File: src/rtl/sticky_flag_pkg.sv
// sticky_flag_pkg -- shared definitions for the sticky flag reader.
// Provides the read-handshake FSM state encoding and its width.
package sticky_flag_pkg;

    localparam int unsigned STATE_W = 2;

    // Read handshake states: wait for request, capture/clear, hold response
    typedef enum logic [STATE_W-1:0] {
        ST_IDLE = 2'd0,
        ST_SNAP = 2'd1,
        ST_RESP = 2'd2
    } state_e;

endpackage : sticky_flag_pkg

File: src/rtl/sticky_flag_reader_sat_counter.sv
// sat_counter -- saturating up-counter with synchronous clear.
// Ports:
//   clk, rst_n : clock, asynchronous active-low reset
//   inc        : count one this cycle
//   clr        : restart from zero; clr wins over the held count, and an inc in
//                the same cycle is still counted on top of the cleared value
//   cnt        : registered count, sticks at all-ones
module sat_counter #(
    parameter int unsigned W = 4
) (
    input  logic         clk,
    input  logic         rst_n,
    input  logic         inc,
    input  logic         clr,
    output logic [W-1:0] cnt
);

    logic [W-1:0] cnt_q;
    logic [W-1:0] cnt_d;
    logic [W-1:0] base;

    // Next count: clear selects a zero base, inc adds one unless saturated
    always_comb begin
        base  = clr ? '0 : cnt_q;
        cnt_d = base;
        if (inc && !(&base)) begin
            cnt_d = base + W'(1);
        end
    end

    always_ff @(posedge clk or negedge rst_n) begin
        if (!rst_n) begin
            cnt_q <= '0;
        end else begin
            cnt_q <= cnt_d;
        end
    end

    assign cnt = cnt_q;

endmodule : sat_counter

File: src/rtl/sticky_flag_reader.sv
// sticky_flag_reader -- accumulates per-bit event pulses into sticky flags and
// lets a reader atomically snapshot-and-clear them through a req/valid/ack
// handshake. A saturating counter reports how many cycles raised at least one
// new flag since the previous snapshot.
// Ports:
//   clk, rst_n  : clock, asynchronous active-low reset
//   ev_in       : per-bit event pulses, sampled every cycle
//   rd_req      : start a snapshot (ignored while busy)
//   rd_valid    : snapshot presented on rd_data / rd_cnt
//   rd_ack      : reader accepts the snapshot (only meaningful while rd_valid)
//   rd_data     : captured sticky flags
//   rd_cnt      : new-flag cycle count at capture time
//   busy        : handshake FSM not idle
//   irq_mask    : (STICKY_FLAG_IRQ_EN only) per-bit interrupt enable
//   irq         : (STICKY_FLAG_IRQ_EN only) registered |(sticky & irq_mask)
// Optional feature: define STICKY_FLAG_IRQ_EN to add the interrupt output.
module sticky_flag_reader
    import sticky_flag_pkg::*;
#(
    parameter int unsigned WIDTH = 8,
    parameter int unsigned CNT_W = 4
) (
    input  logic             clk,
    input  logic             rst_n,
    input  logic [WIDTH-1:0] ev_in,
    input  logic             rd_req,
    output logic             rd_valid,
    input  logic             rd_ack,
    output logic [WIDTH-1:0] rd_data,
    output logic [CNT_W-1:0] rd_cnt,
`ifdef STICKY_FLAG_IRQ_EN
    input  logic [WIDTH-1:0] irq_mask,
    output logic             irq,
`endif
    output logic             busy
);

    state_e             state_q;
    state_e             state_d;
    logic [WIDTH-1:0]   sticky_q;
    logic [WIDTH-1:0]   sticky_d;
    logic [WIDTH-1:0]   rd_data_q;
    logic [WIDTH-1:0]   rd_data_d;
    logic [CNT_W-1:0]   rd_cnt_q;
    logic [CNT_W-1:0]   rd_cnt_d;
    logic               rd_valid_q;
    logic               rd_valid_d;
    logic               busy_q;
    logic               busy_d;
    logic [WIDTH-1:0]   clr_mask;
    logic [WIDTH-1:0]   kept;
    logic               new_flag;
    logic               snap;
    logic [CNT_W-1:0]   evt_cnt;

    // Handshake FSM, snapshot capture and flag update
    always_comb begin
        state_d   = state_q;
        rd_data_d = rd_data_q;
        rd_cnt_d  = rd_cnt_q;
        clr_mask  = '0;
        snap      = 1'b0;

        case (state_q)
            ST_IDLE: begin
                if (rd_req) begin
                    state_d = ST_SNAP;
                end
            end
            ST_SNAP: begin
                // Capture and clear exactly the flags that were captured
                snap      = 1'b1;
                clr_mask  = sticky_q;
                rd_data_d = sticky_q;
                rd_cnt_d  = evt_cnt;
                state_d   = ST_RESP;
            end
            ST_RESP: begin
                if (rd_ack) begin
                    state_d = ST_IDLE;
                end
            end
            default: begin
                state_d = ST_IDLE;
            end
        endcase

        // New events OR in after the clear so a same-cycle event is never lost
        kept     = sticky_q & ~clr_mask;
        sticky_d = kept | ev_in;
        // A flag is new if it was clear after this cycle's clear mask applies
        new_flag = |(ev_in & ~kept);

        rd_valid_d = (state_d == ST_RESP);
        busy_d     = (state_d != ST_IDLE);
    end

    // New-flag cycle counter, restarted by each snapshot
    sat_counter #(
        .W (CNT_W)
    ) u_evt_cnt (
        .clk   (clk),
        .rst_n (rst_n),
        .inc   (new_flag),
        .clr   (snap),
        .cnt   (evt_cnt)
    );

    always_ff @(posedge clk or negedge rst_n) begin
        if (!rst_n) begin
            state_q    <= ST_IDLE;
            sticky_q   <= '0;
            rd_data_q  <= '0;
            rd_cnt_q   <= '0;
            rd_valid_q <= 1'b0;
            busy_q     <= 1'b0;
        end else begin
            state_q    <= state_d;
            sticky_q   <= sticky_d;
            rd_data_q  <= rd_data_d;
            rd_cnt_q   <= rd_cnt_d;
            rd_valid_q <= rd_valid_d;
            busy_q     <= busy_d;
        end
    end

    assign rd_valid = rd_valid_q;
    assign rd_data  = rd_data_q;
    assign rd_cnt   = rd_cnt_q;
    assign busy     = busy_q;

`ifdef STICKY_FLAG_IRQ_EN
    logic irq_q;
    logic irq_d;

    // Interrupt follows the masked flags one cycle late
    always_comb begin
        irq_d = |(sticky_q & irq_mask);
    end

    always_ff @(posedge clk or negedge rst_n) begin
        if (!rst_n) begin
            irq_q <= 1'b0;
        end else begin
            irq_q <= irq_d;
        end
    end

    assign irq = irq_q;
`endif

endmodule : sticky_flag_reader

File: config.mk
export PLATFORM = sky130hd
export DESIGN_NAME = sticky_flag_reader
export DESIGN_NICKNAME = d
export VERILOG_FILES = /design/src/rtl/sticky_flag_pkg.sv /design/src/rtl/sticky_flag_reader_sat_counter.sv /design/src/rtl/sticky_flag_reader.sv
export SDC_FILE = /design/constraint.sdc
export NUM_CORES = 1
export LEC_CHECK = 0
export BUFFER_PORTS_ARGS = -buffer_cell sky130_fd_sc_hd__buf_2
export CORE_MARGIN = 2
export CORE_UTILIZATION = 51
export DETAILED_ROUTE_END_ITERATION = 10
export PLACE_DENSITY = 0.73
export SLEW_MARGIN = 10
export SYNTH_ARGS = -nofsm -noshare
export SYNTH_HDL_FRONTEND = slang
export SYNTH_HIERARCHICAL = 1
export SYNTH_SLANG_ARGS = --single-unit
File: constraint.sdc
create_clock -name clk -period 2.21 [get_ports clk]
set_clock_uncertainty 0.05 [all_clocks]
set_input_delay 0.221 -clock clk [delete_from_list [all_inputs] [get_ports clk]]
set_output_delay 0.221 -clock clk [all_outputs]
set_load 0.03 [all_outputs]
==> flow_summary.yaml, run 1 <==
synthesis:
  synth_area_leader_cell: "dfrtp_1"
  synth.yosys.seq_area_share_pct: 62.2
  postSynthRegisterBits: 28
  yosysUniqueCellTypes: 25
  postSynthAreaPerCell_sq_um: 12.2
  dominant_cells_by_area_after_synthesis: "dfrtp_1 62%, mux2_2 12%, nand2_1 3.3%"
  synth_enable_flop_cells: 0
  synthesis.yosys.warnings: 6
  ys_dominant_reg_cell: "dfrtp_1"
  syn-cell-area_sq_mm: 0.00113
  synthDominantCellAreaShare_pct: 62.2
  asyncSetResetFlopFracSynth_pct: 100
  syn-instance-count: 92
  postSynthNetCount: 104
layout:
  seq_area_sq_um: 701
  fin_cells: 147
  multi_input_combinational_cell_area_sq_um: 385
  fillers: 186
  layout_cell_share_with_drive_strength_beyond_1_pct: 37.8
  antennaDiodeCount: 0
  flow.area_growth_from_synthesis_pct: 16.6
  final_net_count: 133
placement:
  place_worst_setup_slack_ps: 345
  detailed_place_hpwl_um: 1330
  placed_cells: 143
  numPortBuffers: 25
  gp_congestion: 0.732
floorplan:
  fp.dieW_um: 51.0
  fp.dieH_um: 51.0
  std_cell_rows: 17
  die-area_sq_mm: 0.00260
  pin_count: 26
  initial_cell_density_of_the_core_pct: 52.4
  core_area_sq_mm: 0.00215
global_routing:
  antenna_found_initial: 0
  global_route.overflow_total: 0
  grt.total_usage_pct: 15.3
  via_count_of_the_first_global_routing_pass: 698
  grt_max_degree: 29
  grt_pass1_wl_um: 2990
sta:
  max_freq_ghz: 0.562
  report.final.slew_viol_count: 0
  period_share_pct: 80.5
  setup-violations-final: 0
  fin_worst_hold_slack_ps: 40.1
  worst_slew_margin_rel_pct: 60.0
  timing.final.ws_setup_ps: 431
  transition_time_at_the_pin_with_the_least_slew_margin_ps: 600
  fin_crit_period_ps: 1780
  fin_setup_tns_ps: 0
  rsz_0062_raised_after_global_routing: "false"
  hold_violations: 0
routing:
  wl_per_instance_um: 12.4
  totalWireLength_um: 1820
  vias: 771
  remaining_drc_errors: 0
  first_pass_iters: 4
  drt_iter0_drc: 10
  antenna_violating_nets_post_route: 0
  drt-vias-per-instance: 5.24
clocking:
  cts_buffer_depth: 2
  cts_tree: "yes"
  clock_sinks: 28
  cts_made_buffers: 3
  cts.root.buffer_cell: "clkbuf_4"
  ctsResizeCount: 0
  cts_max_level: 1
  clkTransAtPathRegs_ps: 130
  worstSkewPairLatency_ps: 310
  postCtsSetupRepairBufs: 0
run:
  cap_violations: 0
pwr:
  worst_ir_drop_vdd_mv: 0.817
  power_density_mw_per_mm2: 1440
  p_leak_nw: 0.595
  totalPowerFinal_mw: 1.89
worst_setup_path:
  critical_path_type: "reg2reg"
  required_ps: 2380
  sort_of_element_at_the_end_of_the_critical_path: "flop"
  worst-r2r-cell-count: 6
  worstPathCellList: "nand2b_1 > a21oi_1 > or4_1 > nand3_1 > nor3b_1 > nor3_1"
  critPathLaunchType: "flop"
  critPathSlowestCell: "or4_1"
  cp_max_fanout: 6
  setup.reg_to_reg.worst_slack_ps: 430
  worst_path_largest_cell_delay_ps: 630
  worstPathArrival_ps: 1950
hold_path:
  timing.hold.worst.class: "in2reg"
  worst_hold_path.num_cells: 2
run_status:
  status: "finished, final reports clean"
[per-stage QoR]
stage	area [sq um]	utilization (%)
floorplan	1130	-
global placement	1280	59.6
detailed placement	1280	59.6
CTS	1310	61.1
global route	1310	61.1
finish	1310	61.1
[sequential cells by signal, indices dropped and copies added, names as in the netlist]
signal,count
u_evt_cnt/cnt,4
sticky_q,8
rd_cnt,4
state_q,2
rd_data,8
rd_valid,1
busy,1
[per-layer routing]
layer	wire [um]	up-vias	GRT usage [%]
met2	876	23	25.5
met5	0	-	0
met3	90	2	2.05
li1	-	374	-
met1	839	372	20.0
met4	14	0	6.76
[logic make-up (layout without fill, tap and decap cells)]
family	after synthesis	in the layout	synth area share (%)
AOI/OAI and AO/OA	14	14	8.00
DFF	28	28	62.2
and+or+nand+nor	28	28	14.2
muxes	12	12	12.0
buffers and inverters	10	37	3.55
[worst max-delay path, delay by kind of cell, from the launching register on]
| kind | cells | cell delay [ps] |
|---|---|---|
| simple gates | 5 | 1200 |
| flops | 1 | 400 |
| compound gates | 1 | 50 |
[synthesized netlist by cell type, types with 2 or more instances]
cell type  instances
nor2_1             2
o22ai_1            2
o21ai_0            2
nor3_1             2
nor3b_1            2
nand2_1           10
inv_1              7
a21o_1             2
a21oi_1            4
nor4_2             2
dfrtp_1           28
nand2b_1           4
nand3_1            2
mux2_2            12
[power breakdown]
group	internal (mW)	switching [mW]	leakage, nW
combinational	0.329	0.509	0.276
clock	0.0636	0.130	0.0138
sequential	0.726	0.135	0.305
total	1.12	0.775	0.595
[cells in the final DEF, fill, tap and decap left out, drive strengths merged]
| cell | count |
|---|---|
| or4 | 1 |
| nand2b | 4 |
| dlygate4sd3 | 1 |
| clkbuf | 3 |
| a21oi | 4 |
| mux2 | 12 |
| a31oi | 1 |
| nand3 | 2 |
| or2b | 1 |
| o2111ai | 1 |
| inv | 7 |
| o21ai | 2 |
| buf | 26 |
| a21o | 3 |
| o22ai | 2 |
| nor4 | 2 |
| nor2 | 2 |
| or2 | 1 |
| nand2 | 10 |
| nor3b | 2 |
| dfrtp | 28 |
| a41oi | 1 |
| nor3 | 2 |
| and4 | 1 |
[final cells by class]
type                            instances  share of cell area (%)
Sequential cell                        28                    53.4
Inverter                                7                    2.00
Multi-Input combinational cell         54                    29.4
Timing Repair Buffer                   27                    10.9
Tap cell                               28                    2.67
Clock buffer                            3                    1.72
[what timing repair did]
item,in CTS,in global routing
endpoints found under the setup margin,0,0
hold endpoints to repair,28,0
hold buffers,1,0
[path summary, 6_finish.rpt]
path / endpoint / from
max in group asynchronous: sticky_q[2] / rst_n
max: u_evt_cnt/cnt[2] / state_q[1]
min in group asynchronous: rd_valid / rst_n
min: rd_valid / rd_ack
max reg2reg: u_evt_cnt/cnt[2] / state_q[1]
min reg2reg: state_q[0] / state_q[0]
No activity file was read; power rests on OpenSTA's default activity.
==> run 2: changes to the inputs <==
==> constraint.sdc (replaced) <==
create_clock -name clk -period 1.8 [get_ports clk]
set_clock_uncertainty 0.05 [all_clocks]
set_input_delay 0.18 -clock clk [delete_from_list [all_inputs] [get_ports clk]]
set_output_delay 0.18 -clock clk [all_outputs]
set_load 0.03 [all_outputs]
==> flow_summary.yaml, run 2 (same netlist as run 1, synthesis figures left out) <==
worst_setup_path:
  worstPathArrival_ps: 1870
  cp_max_fanout: 6
  worst_path_largest_cell_delay_ps: 580
  worstPathCellList: "nand2b_1 > a21oi_1 > or4_4 > nand3_1 > nor3b_1 > nor3_1"
  critPathLaunchType: "flop"
  required_ps: 1970
  timing.critical_path.buf_inv: 0
  critical_path_type: "reg2reg"
  sort_of_element_at_the_end_of_the_critical_path: "flop"
  worst_path_dominant_cell_family: "simple AND/OR/NAND/NOR gates"
  critPathSlowestCell: "or4_4"
floorplan:
  die-area_sq_mm: 0.00260
  fp.dieW_um: 51.0
  pin_count: 26
  fp.dieH_um: 51.0
  std_cell_rows: 17
  core_area_sq_mm: 0.00215
  initial_cell_density_of_the_core_pct: 52.4
placement:
  placed_cells: 143
  gp_congestion: 0.732
  numPortBuffers: 25
  detailed_place_hpwl_um: 1330
global_routing:
  grt.total_usage_pct: 15.4
  grt_pass1_wl_um: 3010
  grt_max_degree: 29
  met2_usage_pct: 26.0
  global_route.overflow_total: 0
  global_route.usage.met1_pct: 20.0
  via_count_of_the_first_global_routing_pass: 704
  grt_most_used_layer: "met2"
  antenna_found_initial: 0
  global_route.usage.met3_pct: 2.05
clocking:
  cts.root.buffer_cell: "clkbuf_4"
  cts_max_level: 1
  cts_made_buffers: 3
  worstSkewPairLatency_ps: 310
  cts_buffer_depth: 2
  clock_sinks: 28
  clkTransAtPathRegs_ps: 130
  cts_tree: "yes"
layout:
  layout.core_utilization_pct: 62.4
  final_net_count: 136
  mostFrequentLayoutCells: "28 x dfrtp_1, 25 x buf_2, 12 x mux2_2"
  antennaDiodeCount: 0
  layout_cell_share_with_drive_strength_beyond_1_pct: 39.3
  most_common_cell_after_layout_fill_and_taps_aside: "dfrtp_1"
  fin_cells: 150
  flow.area_growth_from_synthesis_pct: 19.1
routing:
  first_pass_iters: 4
  wl_per_instance_um: 12.6
  vias: 783
  remaining_drc_errors: 0
  drt-vias-per-instance: 5.22
  antenna_violating_nets_post_route: 0
  drt_iter0_drc: 14
  totalWireLength_um: 1890
pwr:
  power_density_mw_per_mm2: 1770
  totalPowerFinal_mw: 2.38
  p_leak_nw: 0.610
  worst_ir_drop_vdd_mv: 0.989
run_status:
  status: "finished, final reports clean"
sta:
  fin_crit_period_ps: 1700
  report.final.slew_viol_count: 0
  max_freq_ghz: 0.590
  hold_violations: 0
  rsz_0062_raised_after_global_routing: "false"
  transition_time_at_the_pin_with_the_least_slew_margin_ps: 602
  worst_slew_margin_rel_pct: 59.8
  fin_setup_tns_ps: 0
  setup-violations-final: 0
  period_share_pct: 94.2
hold_path:
  timing.hold.worst.class: "in2reg"
run:
  cap_violations: 0
==> run 2: cell count changes in the layout (fill, tap and decap cells not counted), sizes merged <==
cell and delta:
buf +2, dlygate4sd3 +1
==> run 2: layer usage <==
| layer | up-vias | wire, um |
|---|---|---|
| met5 | - | 0 |
| met4 | 0 | 0 |
| met3 | 0 | 95 |
| met2 | 27 | 928 |
| met1 | 377 | 868 |
| li1 | 379 | - |
==> run 2: area by class of cell <==
| cell class | count | area (sq um) |
|---|---|---|
| fillers | 186 | 807 |
| flip-flops and latches | 28 | 701 |
| multi-input cells | 54 | 389 |
| repair buffers | 30 | 168 |
| well taps | 28 | 35.0 |
| inverters | 7 | 26.3 |
| clock buffers | 3 | 22.5 |
==> run 2: power by group <==
group	internal (mW)	switching [mW]
Combinational	0.445	0.641
Sequential	0.891	0.165
Clock	0.0781	0.159
Total	1.41	0.965
==> run 2: what timing repair did <==
| item | CTS | global route |
|---|---|---|
| endpoints found under the setup margin | 0 | 3 |
| setup buffers | 0 | 2 |
| hold buffers | 2 | 0 |
| hold endpoints to repair | 29 | 0 |
| resized for setup | 0 | 1 |
==> run 2: path summary, 6_finish.rpt <==
kind / start / endpoint / slack, ps / cells after the start
min reg2reg: state_q[0] / state_q[0] / 430 / 1
min: ev_in[5] / sticky_q[5] / 40 / 2
max: state_q[1] / u_evt_cnt/cnt[2] / 100 / 6
max in group asynchronous: rst_n / sticky_q[2] / 970 / 2
min in group asynchronous: rst_n / rd_valid / 340 / 2
max reg2reg: state_q[1] / u_evt_cnt/cnt[2] / 100 / 6
==> run 2: stage by stage <==
step                      setup slack, ps  hold slack (ps)  cell area, sq um
after floorplan                       173             -166              1130
after global placement               89.0              169              1280
after detailed placement            -23.6              180              1280
after CTS                            37.8             23.3              1320
after global routing                 8.43             18.9              1340
final                                 104             35.2              1340
